### src/rtl/prog_clock_divider.sv
// Programmable clock divider: period N and high time H, with shadowed reload
// applied on the period boundary (or immediately while the divider is frozen).
module prog_clock_divider #(
  parameter int WIDTH       = 16,
  parameter int DEFAULT_DIV = 10
) (
  input  logic             clock,
  input  logic             reset_n,
  input  logic             enable,
  input  logic             div_load,
  input  logic [WIDTH-1:0] div_value,
  input  logic [WIDTH-1:0] high_value,
  output logic             clocko,
  output logic             tick,
  output logic             pending,
  output logic             load_ack
);

  localparam logic [WIDTH-1:0] RST_N_C = WIDTH'(DEFAULT_DIV);
  localparam logic [WIDTH-1:0] RST_H_C = WIDTH'(DEFAULT_DIV / 2);
  localparam logic [WIDTH-1:0] ONE_C   = WIDTH'(1);
  localparam logic [WIDTH-1:0] ZERO_C  = WIDTH'(0);

  logic [WIDTH-1:0] n_act_q, n_act_d, h_act_q, h_act_d;
  logic [WIDTH-1:0] n_sh_q, n_sh_d, h_sh_q, h_sh_d;
  logic [WIDTH-1:0] cnt_q, cnt_d;
  logic             clocko_q, clocko_d, tick_q, tick_d;
  logic             pending_q, pending_d, load_ack_q, load_ack_d;
  logic [WIDTH-1:0] load_n_s;
  logic             wrap_s;

  assign load_n_s = (div_value == ZERO_C) ? ONE_C : div_value;
  assign wrap_s   = (cnt_q == (n_act_q - ONE_C));

  // Next-state logic for counter, active/shadow settings and strobes.
  always_comb begin
    n_act_d    = n_act_q;
    h_act_d    = h_act_q;
    n_sh_d     = n_sh_q;
    h_sh_d     = h_sh_q;
    cnt_d      = cnt_q;
    clocko_d   = clocko_q;
    tick_d     = 1'b0;
    pending_d  = pending_q;
    load_ack_d = 1'b0;
    if (div_load) begin
      n_sh_d = load_n_s;
      h_sh_d = high_value;
    end else begin
      n_sh_d = n_sh_q;
      h_sh_d = h_sh_q;
    end
    if (!enable) begin
      // Frozen divider: a load takes effect at once and parks cnt on the wrap.
      if (div_load) begin
        n_act_d    = load_n_s;
        h_act_d    = high_value;
        cnt_d      = load_n_s - ONE_C;
        clocko_d   = 1'b0;
        pending_d  = 1'b0;
        load_ack_d = 1'b1;
      end else begin
        load_ack_d = 1'b0;
      end
    end else begin
      if (wrap_s) begin
        cnt_d  = ZERO_C;
        tick_d = 1'b1;
        if (div_load) begin
          n_act_d    = load_n_s;
          h_act_d    = high_value;
          pending_d  = 1'b0;
          load_ack_d = 1'b1;
        end else if (pending_q) begin
          n_act_d    = n_sh_q;
          h_act_d    = h_sh_q;
          pending_d  = 1'b0;
          load_ack_d = 1'b1;
        end else begin
          load_ack_d = 1'b0;
        end
      end else begin
        cnt_d  = cnt_q + ONE_C;
        tick_d = 1'b0;
        if (div_load) begin
          pending_d = 1'b1;
        end else begin
          pending_d = pending_q;
        end
      end
      clocko_d = (cnt_d < h_act_d);
    end
  end

  // State registers with synchronous active-low reset.
  always_ff @(posedge clock) begin
    if (!reset_n) begin
      n_act_q    <= RST_N_C;
      h_act_q    <= RST_H_C;
      n_sh_q     <= RST_N_C;
      h_sh_q     <= RST_H_C;
      cnt_q      <= RST_N_C - ONE_C;
      clocko_q   <= 1'b0;
      tick_q     <= 1'b0;
      pending_q  <= 1'b0;
      load_ack_q <= 1'b0;
    end else begin
      n_act_q    <= n_act_d;
      h_act_q    <= h_act_d;
      n_sh_q     <= n_sh_d;
      h_sh_q     <= h_sh_d;
      cnt_q      <= cnt_d;
      clocko_q   <= clocko_d;
      tick_q     <= tick_d;
      pending_q  <= pending_d;
      load_ack_q <= load_ack_d;
    end
  end

  assign clocko   = clocko_q;
  assign tick     = tick_q;
  assign pending  = pending_q;
  assign load_ack = load_ack_q;

endmodule

### config.mk
export PLATFORM = sky130hd
export DESIGN_NAME = prog_clock_divider
export DESIGN_NICKNAME = d
export VERILOG_FILES = /design/src/rtl/prog_clock_divider.sv
export SDC_FILE = /design/constraint.sdc
export NUM_CORES = 1
export LEC_CHECK = 0
export ABC_CLOCK_PERIOD_IN_PS = 3600
export CORE_MARGIN = 4
export CORE_UTILIZATION = 54
export DETAILED_ROUTE_END_ITERATION = 10
export PLACE_DENSITY_LB_ADDON = 0.25
export REMOVE_ABC_BUFFERS = 1
export SLEW_MARGIN = 20
export SYNTH_ARGS = -nofsm -noshare
export SYNTH_HDL_FRONTEND = slang
export SYNTH_SLANG_ARGS = --single-unit
### constraint.sdc
create_clock -name clock -period 3.6 [get_ports clock]
set_input_delay 0.72 -clock clock [delete_from_list [all_inputs] [get_ports clock]]
set_output_delay 0.72 -clock clock [all_outputs]
set_load 0.01 [all_outputs]
### After elaboration in Yosys (flattened, before gate mapping)

Index checks and enable logic that the tools add are counted.
Widths: inputs -> output; s select.

* add/sub/neg operators: 3
* eq/ne operators: 3
* mux-type cells: 27
* reductions and logical operators: 6
* magnitude comparators: 1

Operators by type and width (count)
* $mux 16: 16
* $sub 16x1->16 const B: 2
* $add 16x1->16 const B: 1
* $eq 16x16->1: 1
* $logic_not 16->1: 1
* $lt 16x16->1: 1
* $mux 1: 11
* $reduce_and 2->1: 2
* $reduce_bool 2->1: 2
* $ne 3x3->1 const B: 1
* $reduce_and 3->1: 1
* $ne 2x1->1 const B: 1

* bits in registers: 84
* input port bits: 36
* logic and storage cells: 49

### Depth between registers and ports, before layout

Gate-level depths: netlist of run 1.

* depth after elaboration: 6
* depth in mapped cells: 20
* mapped depth without buffers: 18

### Worst setup path before layout of run 1

No wires, ideal clock.

* kind: register to register
* start point: register n_act_q[0]
* end point: register clocko_q (netlist: clocko)
* setup slack: -143 ps
* cell stages (with the launch flop): 18
* setup time: 60 ps
* buffers on the path: 1
* data arrival time: 3683 ps
* path through: dfxtp_1 inv_1 ha_1 xnor2_1 or4_1 nor4_4 nand3_4 nand2b_1 buf_2 a2bb2oi_1 o21ai_0 ha_1 a21o_1 a21oi_1 o21ai_0 o21ai_0 o2111a_1 a32o_1

* word-level cells in the longest chain between the ends: 6
* elaborated cells on any way between the ends: 8
* classes of those cells: 1 x add/sub; 1 x order compare; 1 x eq/ne; 5 x mux

Ends and longest elaborated chain
* start: declaration: RTL line 24 `logic [WIDTH-1:0] n_act_q, n_act_d, h_act_q, h_act_d;`
* start signal: assignment: RTL line 108 `n_act_q <= n_act_d;`
* $sub 16x1->16 (*): RTL line 33 `assign wrap_s = (cnt_q == (n_act_q - ONE_C));`
* $eq 16x16->1 (*): RTL line 33
* $mux 16: RTL line 66 `if (wrap_s) begin`
* $mux 16: RTL line 53 `if (!enable) begin`
* $lt 16x16->1 (*): RTL line 91 `clocko_d = (cnt_d < h_act_d);`
* $mux 1 (*): RTL line 53
* end signal: assignment: RTL line 113 `clocko_q <= clocko_d;`
* end: declaration: RTL line 27 `logic clocko_q, clocko_d, tick_q, tick_d;`

Every way passes the cells marked *; elsewhere a longest branch is shown, timed or not. The select of a mux whose other input is x is not followed.
A chain may end at the register's enable or synchronous reset.

### Final worst setup path of run 1

* start point: register n_act_q[1]
* end point: register clocko_q (netlist: clocko)

Same word-level chain as after synthesis.

==> impl_results.md, run 1 <==
- Total Nets Final: 829
- Number of enable-type register cells in the synthesized netlist: 0
- Share of synthesized registers carrying an async set or reset: 0
- Status: finished, violations left
- Drt initial violations: 339
- Placed wire-length estimate after detailed placement: 11.5 mm
- Critical path type: flip-flop to flip-flop
- First drt pass iteration count: 5
- Part of the Yosys area used for sequential elements: 0.302
- Pin count of the biggest net entering global routing: 53
- Die Y-Extent: 109 µm
- Max-cap viol count: 0
- Clk sink count: 84
- Internal power of the cells: 1.78 mW
- Clock Tree Buf Depth: 2
- Signed area change from the synthesized netlist to the final layout: 24.2%
- Post-route worst setup slack: -0.154 ns
- Core region area: 0.00991 mm²
- Worst stage delay on the critical path: 0.53 ns
- Vias in the first global route: 5600
- Instance count along the most critical hold path: 2
- Final WL: 16.7 mm
- Slew at the pin closest to its max-slew limit: 0.712 ns
- Die width: 109 µm
- Buf/Inv on CP: 2
- Unrepaired setup endpoints after global routing: yes
- Highest-count cells in the layout ignoring fill and taps: 86 x sky130_fd_sc_hd__nor2_1, 81 x sky130_fd_sc_hd__dfxtp_1, 79 x sky130_fd_sc_hd__buf_4
- Final design utilization: 0.697
- CTS tree: yes
- CP startpoint kind: flip-flop
- Endpoints failing setup: 1
- Die Footprint: 0.0120 mm²
- Top Family by Delay on Critical Path: simple AND/OR/NAND/NOR gates
- Boundary pin count: 40
- Mapped Avg Cell Area: 8.07 µm²
- Fraction of power spent switching nets: 0.311
- Post-synthesis register bit count: 84
- ANT nets after route: 0
- Net load switching power: 0.802 mW
- CTS root buffer: sky130_fd_sc_hd__clkbuf_8
- Endpoint of the worst register-to-register path: clocko
- Combined global-route utilization of all metal layers: 0.283
- Global-route wire length before repair: 26.9 mm
- Endpoint with the worst hold slack: h_sh_q[11]
- Worst slew slack as a fraction of its limit: 0.525
- Via-to-Cell Ratio: 6.19
- Gate Count Post-Synth: 689
- CTS H-tree depth: 3
- Fin. Hold Viols: 0
- Effective utilization at floorplan: 0.561
- Slowest cell on crit path: sky130_fd_sc_hd__or4_4
- GR Overflow Total: 0
- Post-route clock skew: 0.00945 ns
- Data arrival time of the critical path: 4.07 ns
- DRC violations left: 0
- Kind of capture point of the worst setup path: flip-flop
- Synthesized area: 0.00556 mm²
- Reg2reg setup slack: -0.15 ns
- Number of antenna violations at the first check in global routing: 0
- Reg2reg start: n_act_q[1]
- LEAKAGE: 2.77 nW
- Cell Count Post-Placement: 892
- Worst EP required: 3.92 ns
- Final sum of negative setup slack: -0.154 ns
- Peak fanout along the critical path: 8
- Worst Hold Class: flip-flop to flip-flop
- Source-to-sink clock delay at the later pin of the worst-skew pair: 0.37 ns
- Final slew viol count: 0
- Routability cong.: 0.931
- Fmax: 266 MHz
- Final instance count without filler cells: 913
- Violations in the final reports: negative setup slack
- Maximum VDD drop: 0.265 mV
- Final period util: 1.04
- Synth warnings: 0
- Ratio of cells with drive above 1 in the final layout: 0.183
- Total inserted antenna cells: 0
- Minimum period implied by the final worst setup slack: 3.75 ns
- Combinational group share of total power: 0.271
- Power density cells: 373 mW/mm²
- Commonest non-fill, non-tap cell in the layout: sky130_fd_sc_hd__nor2_1
- Top flip-flop cell by instance count after synthesis: sky130_fd_sc_hd__dfxtp_1
- Cts bufs inserted: 9
- Distinct cells, synth: 65
- List of cells traversed by the critical path: inv_2 > ha_4 > and2_1 > a21oi_1 > or4_4 > nor4_4 > nand3_4 > nor2_8 > buf_12 > mux2i_4 > and3_4 > ha_1 > a21oi_1 > nor2b_1 > o21ai_0 > o21ai_1 > o21ai_1 > o2111a_1 > a32o_1
- Worst slack, placed: -0.254 ns
- FF-to-FF path depth: 19
- Share of power burned in the clock network: 0.321
- Vias: 5649
- Wirelength per Cell: 18.3 µm
- Clock-pin transition on the worst setup and hold timing paths: 0.09 ns
- Sequential Power Share: 0.408
- Worst min-delay path startpoint: h_sh_q[11]
- Number of buffers added on ports: 39
- Standard-cell row count: 36
## registers in the layout, indices dropped and copies added, names as in the netlist
name	flops
n_sh_q	16
tick	1
load_ack	1
h_act_q	16
h_sh_q	16
cnt_q	16
n_act_q	16
pending	1
clocko	1
## layout make-up
| class | count | area (µm²) |
|---|---|---|
| Fill cell | 791 | 3010 |
| Sequential cell | 84 | 1690 |
| Clock buffer | 12 | 135 |
| Inverter | 23 | 86.3 |
| Timing Repair Buffer | 124 | 1050 |
| Clock inverter | 4 | 97.6 |
| Tap cell | 133 | 166 |
| Multi-Input combinational cell | 533 | 3680 |
## routing by layer
metal | global-route usage | vias to the layer above | part of all wire
li1 | - | 2677 | -
met3 | 0.0528 | 62 | 0.067
met2 | 0.491 | 233 | 0.48
met4 | 0.118 | 0 | 0.038
met5 | 0 | - | 0
met1 | 0.342 | 2677 | 0.42
## metrics by stage
step | hold WS [ns] | cell area, µm² | total power, mW
2_1_floorplan | 0.432 | 5320 | 1.42
3_3_place_gp | 0.440 | 6480 | 1.68
3_5_place_dp | 0.449 | 6480 | 1.70
4_1_cts | 0.462 | 6810 | 2.55
5_1_grt | 0.507 | 6900 | 2.70
6_report | 0.462 | 6900 | 2.58
## worst min-delay path, delay by kind of cell (launching register included)
kind             cells  cell delay, ns
AO/OA/AOI/OAI        1            0.05
flip-flops           1            0.32
AND/OR/NAND/NOR      1            0.05
## repair_timing
item                                    CTS  global route
endpoints found under the setup margin    1             1
pin swaps                                10            19
setup buffers                             3             2
resized for setup                        20            21
hold buffers                              0             0
## cell usage after synthesis (11+ instances only)
master,count,share of area
sky130_fd_sc_hd__nor2_1,86,0.058
sky130_fd_sc_hd__dfxtp_1,84,0.30
sky130_fd_sc_hd__a21oi_1,49,0.044
sky130_fd_sc_hd__mux2i_1,41,0.074
sky130_fd_sc_hd__nand2_1,41,0.028
sky130_fd_sc_hd__clkbuf_1,35,0.024
sky130_fd_sc_hd__o21ai_0,31,0.028
sky130_fd_sc_hd__xnor2_1,25,0.039
sky130_fd_sc_hd__nand3_1,22,0.020
sky130_fd_sc_hd__inv_1,21,0.014
sky130_fd_sc_hd__and3_1,18,0.020
sky130_fd_sc_hd__ha_1,18,0.041
sky130_fd_sc_hd__xor2_1,18,0.028
sky130_fd_sc_hd__a211oi_1,17,0.023
sky130_fd_sc_hd__and2_1,17,0.019
sky130_fd_sc_hd__nor2b_1,15,0.017
sky130_fd_sc_hd__a41oi_1,14,0.022
sky130_fd_sc_hd__a31oi_1,11,0.012
## logic make-up after synthesis
group | Yosys count | synth area share
buffers and inverters | 72 | 0.0592
adder cells (fa/ha/maj) | 18 | 0.0405
AND/OR/NAND/NOR | 253 | 0.240
AO/OA/AOI/OAI | 178 | 0.217
multiplexers | 41 | 0.0738
flip-flops | 84 | 0.302
XOR/XNOR | 43 | 0.0677
## power by group through the flow
stage | combinational, mW | clock [mW] | sequential (mW)
floorplan | 0.360 | 0 | 1.06
global placement | 0.615 | 0 | 1.06
detailed placement | 0.637 | 0 | 1.07
CTS | 0.668 | 0.833 | 1.05
global route | 0.757 | 0.881 | 1.06
finish | 0.700 | 0.828 | 1.05
## worst max path at each step
stage                          start  endpoint  cells past startpoint  slack, ns
after floorplan           n_act_q[0]    clocko                     17      -0.21
after global placement    n_act_q[0]    clocko                     18      -0.13
after detailed placement  n_act_q[0]    clocko                     16      -0.25
after CTS                 n_act_q[0]    clocko                     15      -0.07
after global routing      n_act_q[1]    clocko                     17      -0.34
final                     n_act_q[1]    clocko                     19      -0.15
No activity file was read; power rests on OpenSTA's default activity.
==> run 2, diff against run 1 <==
--- a/config.mk
+++ b/config.mk
@@ -8,9 +8,11 @@
 export ABC_CLOCK_PERIOD_IN_PS = 3600
 export CORE_MARGIN = 4
 export CORE_UTILIZATION = 54
+export CTS_CLUSTER_DIAMETER = 120
 export DETAILED_ROUTE_END_ITERATION = 10
-export PLACE_DENSITY_LB_ADDON = 0.25
+export PLACE_DENSITY = 0.84
 export REMOVE_ABC_BUFFERS = 1
+export SETUP_SLACK_MARGIN = 0.4
 export SLEW_MARGIN = 20
 export SYNTH_ARGS = -nofsm -noshare
 export SYNTH_HDL_FRONTEND = slang
==> run 2 against run 1 <==
Against the previous run: largest power group unchanged; combinational power is 3.9% lower; global-route usage fell by 0.90 points; sequential cell count unchanged; the run still ends with negative setup slack left; largest cell class unchanged.
==> impl_results.md, run 2 (synthesis results as in run 1) <==
- Placed Area: 0.00647 mm² (about the same)
- Status: finished, violations left
- CTS tree: yes
- Die Y-Extent: 109 µm (unchanged)
- Top cell by count, worst path: sky130_fd_sc_hd__buf_4
- Peak fanout along the critical path: 7 (-1)
- Total inserted antenna cells: 0 (unchanged)
- Total Nets Final: 824 (-0.60%)
- Cts bufs inserted: 9 (unchanged)
- Clk sink count: 84 (unchanged)
- Combined area of the multi-input logic cells: 0.00363 mm² (-1.2%)
- Fraction of power spent switching nets: 0.323 (+0.0124)
- Fin. Hold Viols: 0 (unchanged)
- Final slew viol count: 0 (unchanged)
- Final period util: 1.05 (+0.00553)
- Die Footprint: 0.0120 mm² (unchanged)
- Placed wire-length estimate after detailed placement: 11.5 mm (about the same)
- Wirelength per Cell: 17.7 µm (-3.3%)
- Vias: 5640 (-0.16%)
- Number of buffers added on ports: 39 (unchanged)
- Internal power of the cells: 1.62 mW (-8.6%)
- Boundary pin count: 40 (unchanged)
- Routed length on met1: 6.76 mm (-3.5%)
- Final sum of negative setup slack: -0.174 ns (-0.0199 ns)
- Tightest hold margin: 0.457 ns (-0.00526 ns)
- Core region area: 0.00991 mm² (unchanged)
- Wire length on met3: 1.14 mm (+1.5%)
- Commonest non-fill, non-tap cell in the layout: sky130_fd_sc_hd__nor2_1
- Worst slew slack as a fraction of its limit: 0.447 (-0.0785)
- Die width: 109 µm (unchanged)
- Routability cong.: 0.873 (-6.3%)
- Signed area change from the synthesized netlist to the final layout: 22.1%
- Post-route worst setup slack: -0.174 ns (-0.0199 ns)
- Worst Hold Class: flip-flop to flip-flop
- Standard-cell row count: 36 (unchanged)
- Critical path type: flip-flop to flip-flop
- ANT nets after route: 0 (unchanged)
- Max-cap viol count: 0 (unchanged)
- Worst EP required: 3.88 ns (-0.04 ns)
- LEAKAGE: 2.73 nW (-1.5%)
- GR Overflow Total: 0 (unchanged)
- Slew at the pin closest to its max-slew limit: 0.828 ns (+0.116 ns)
- Clock Tree Buf Depth: 2 (unchanged)
- CTS H-tree depth: 3 (unchanged)
- Worst slack, placed: -0.330 ns (-0.0764 ns)
- Global-route wire length before repair: 26.1 mm (-2.8%)
- Share of power burned in the clock network: 0.282 (-0.039)
- Met2 WL post-DR: 7.74 mm (-2.9%)
- Top routing layer used: met4
- Final cell area excluding filler cells: 0.00679 mm² (-1.6%)
- List of cells traversed by the critical path: inv_1 > ha_2 > and2_1 > buf_4 > o21ai_0 > a21boi_1 > buf_4 > nor4_4 > nand3_4 > nor2_8 > buf_12 > buf_4 > mux2i_2 > and3_1 > ha_1 > a21oi_2 > nor2b_1 > o21ai_0 > o21ai_1 > o21ai_1 > o2111a_1 > a32o_1
- Sequential Power Share: 0.437 (+0.029)
- Number of antenna violations at the first check in global routing: 0 (unchanged)
- Unrepaired setup endpoints after global routing: yes
- Final WL: 16.1 mm (-3.9%)
- Slowest cell on crit path: sky130_fd_sc_hd__dfxtp_2
- Worst stage delay on the critical path: 0.37 ns (-0.16 ns)
- Kind of capture point of the worst setup path: flip-flop
- FF+latch area: 0.00168 mm² (about the same)
- Post-route clock skew: 0.0103 ns (+0.000825 ns)
- Violations in the final reports: negative setup slack
- Ratio of cells with drive above 1 in the final layout: 0.169 (-0.0141)
- Net load switching power: 0.776 mW (-3.2%)
- CTS root buffer: sky130_fd_sc_hd__clkbuf_8
- Pwr Total: 2.40 mW (-6.9%)
- CP startpoint kind: flip-flop
- DRC violations left: 0 (unchanged)
- Combinational group share of total power: 0.281 (+0.010)
- Combined global-route utilization of all metal layers: 0.274 (-0.00903)
- Effective utilization at floorplan: 0.561 (unchanged)
- Fill cell instance count of the final layout: 782 (-1.1%)
- Maximum VDD drop: 0.309 mV (+17%)
- First drt pass iteration count: 6 (+1)
- Number of buffers inserted by hold repair at cts: 0 (unchanged)
- Fmax: 265 MHz (-0.53%)
- Minimum period implied by the final worst setup slack: 3.77 ns (+0.0199 ns)
- Via-to-Cell Ratio: 6.22 (+0.50%)
- Highest-count cells in the layout ignoring fill and taps: 86 x sky130_fd_sc_hd__nor2_1, 82 x sky130_fd_sc_hd__dfxtp_1, 76 x sky130_fd_sc_hd__buf_4
- Power density cells: 353 mW/mm² (-5.4%)
- Data arrival time of the critical path: 4.05 ns (-0.02 ns)
- Source-to-sink clock delay at the later pin of the worst-skew pair: 0.38 ns (about the same)
- Vias in the first global route: 5517 (-1.5%)
- Drt initial violations: 455 (+34%)
- Pin count of the biggest net entering global routing: 39 (-26%)
- Clock-pin transition on the worst setup and hold timing paths: 0.09 ns (about the same)
- Endpoints failing setup: 1 (unchanged)
==> run 2: cell types whose count changed in the layout (fill, tap and decap cells not counted), sizes merged <==
cell	before	now
clkinvlp	1	0
clkbuf	12	14
buf	87	82
clkinv	2	3
bufinv	3	0
==> run 2: critical path, delay by kind of cell, from the launching register on <==
kind                       cells  cell delay, ns
DFF                            1            0.37
and+or+nand+nor                6            1.13
AOI/OAI and AO/OA              8            0.96
adders and majority gates      2            0.39
buffers and inverters          5            0.61
muxes                          1            0.20
==> run 2: worst paths after layout <==
kind / start / to / slack, ns / depth (start not counted)
setup / recovery: n_act_q[0] / clocko / -0.17 / 22
hold / removal: h_sh_q[11] / h_sh_q[11] / 0.46 / 2
setup reg to reg: n_act_q[0] / clocko / -0.17 / 22
hold reg to reg: h_sh_q[11] / h_sh_q[11] / 0.46 / 2
==> run 2: cell type report <==
| class | count | share of cell area |
|---|---|---|
| Multi-Input combinational cell | 533 | 0.535 |
| Sequential cell | 84 | 0.248 |
| Timing Repair Buffer | 119 | 0.152 |
| Clock buffer | 14 | 0.0269 |
| Tap cell | 133 | 0.0245 |
| Inverter | 23 | 0.0127 |
| Clock inverter | 1 | 0.000737 |
==> run 2: metrics by stage <==
step           utilization  instances
6_report             0.685        907
3_5_place_dp         0.653        888
2_1_floorplan            -        640
5_1_grt              0.685        907
4_1_cts              0.678        906
3_3_place_gp         0.653        888
==> run 2: what timing repair did <==
action                     CTS  global route
buffers inserted             3             1
gates resized for setup     12            10
setup endpoints to repair    5             7
pin swaps                    5             3
==> run 2: per-layer routing <==
| layer | track usage | vias up |
|---|---|---|
| met5 | 0 | - |
| met4 | 0.0988 | 0 |
| met3 | 0.0570 | 51 |
| met2 | 0.471 | 257 |
| met1 | 0.338 | 2666 |
| li1 | - | 2666 |
==> run 2: power by group through the flow <==
stage / sequential, mW / combinational [mW] / clock, mW
floorplan: 1.06 / 0.360 / 0
global placement: 1.06 / 0.611 / 0
detailed placement: 1.07 / 0.639 / 0
CTS: 1.05 / 0.653 / 0.675
global route: 1.06 / 0.733 / 0.709
finish: 1.05 / 0.673 / 0.677
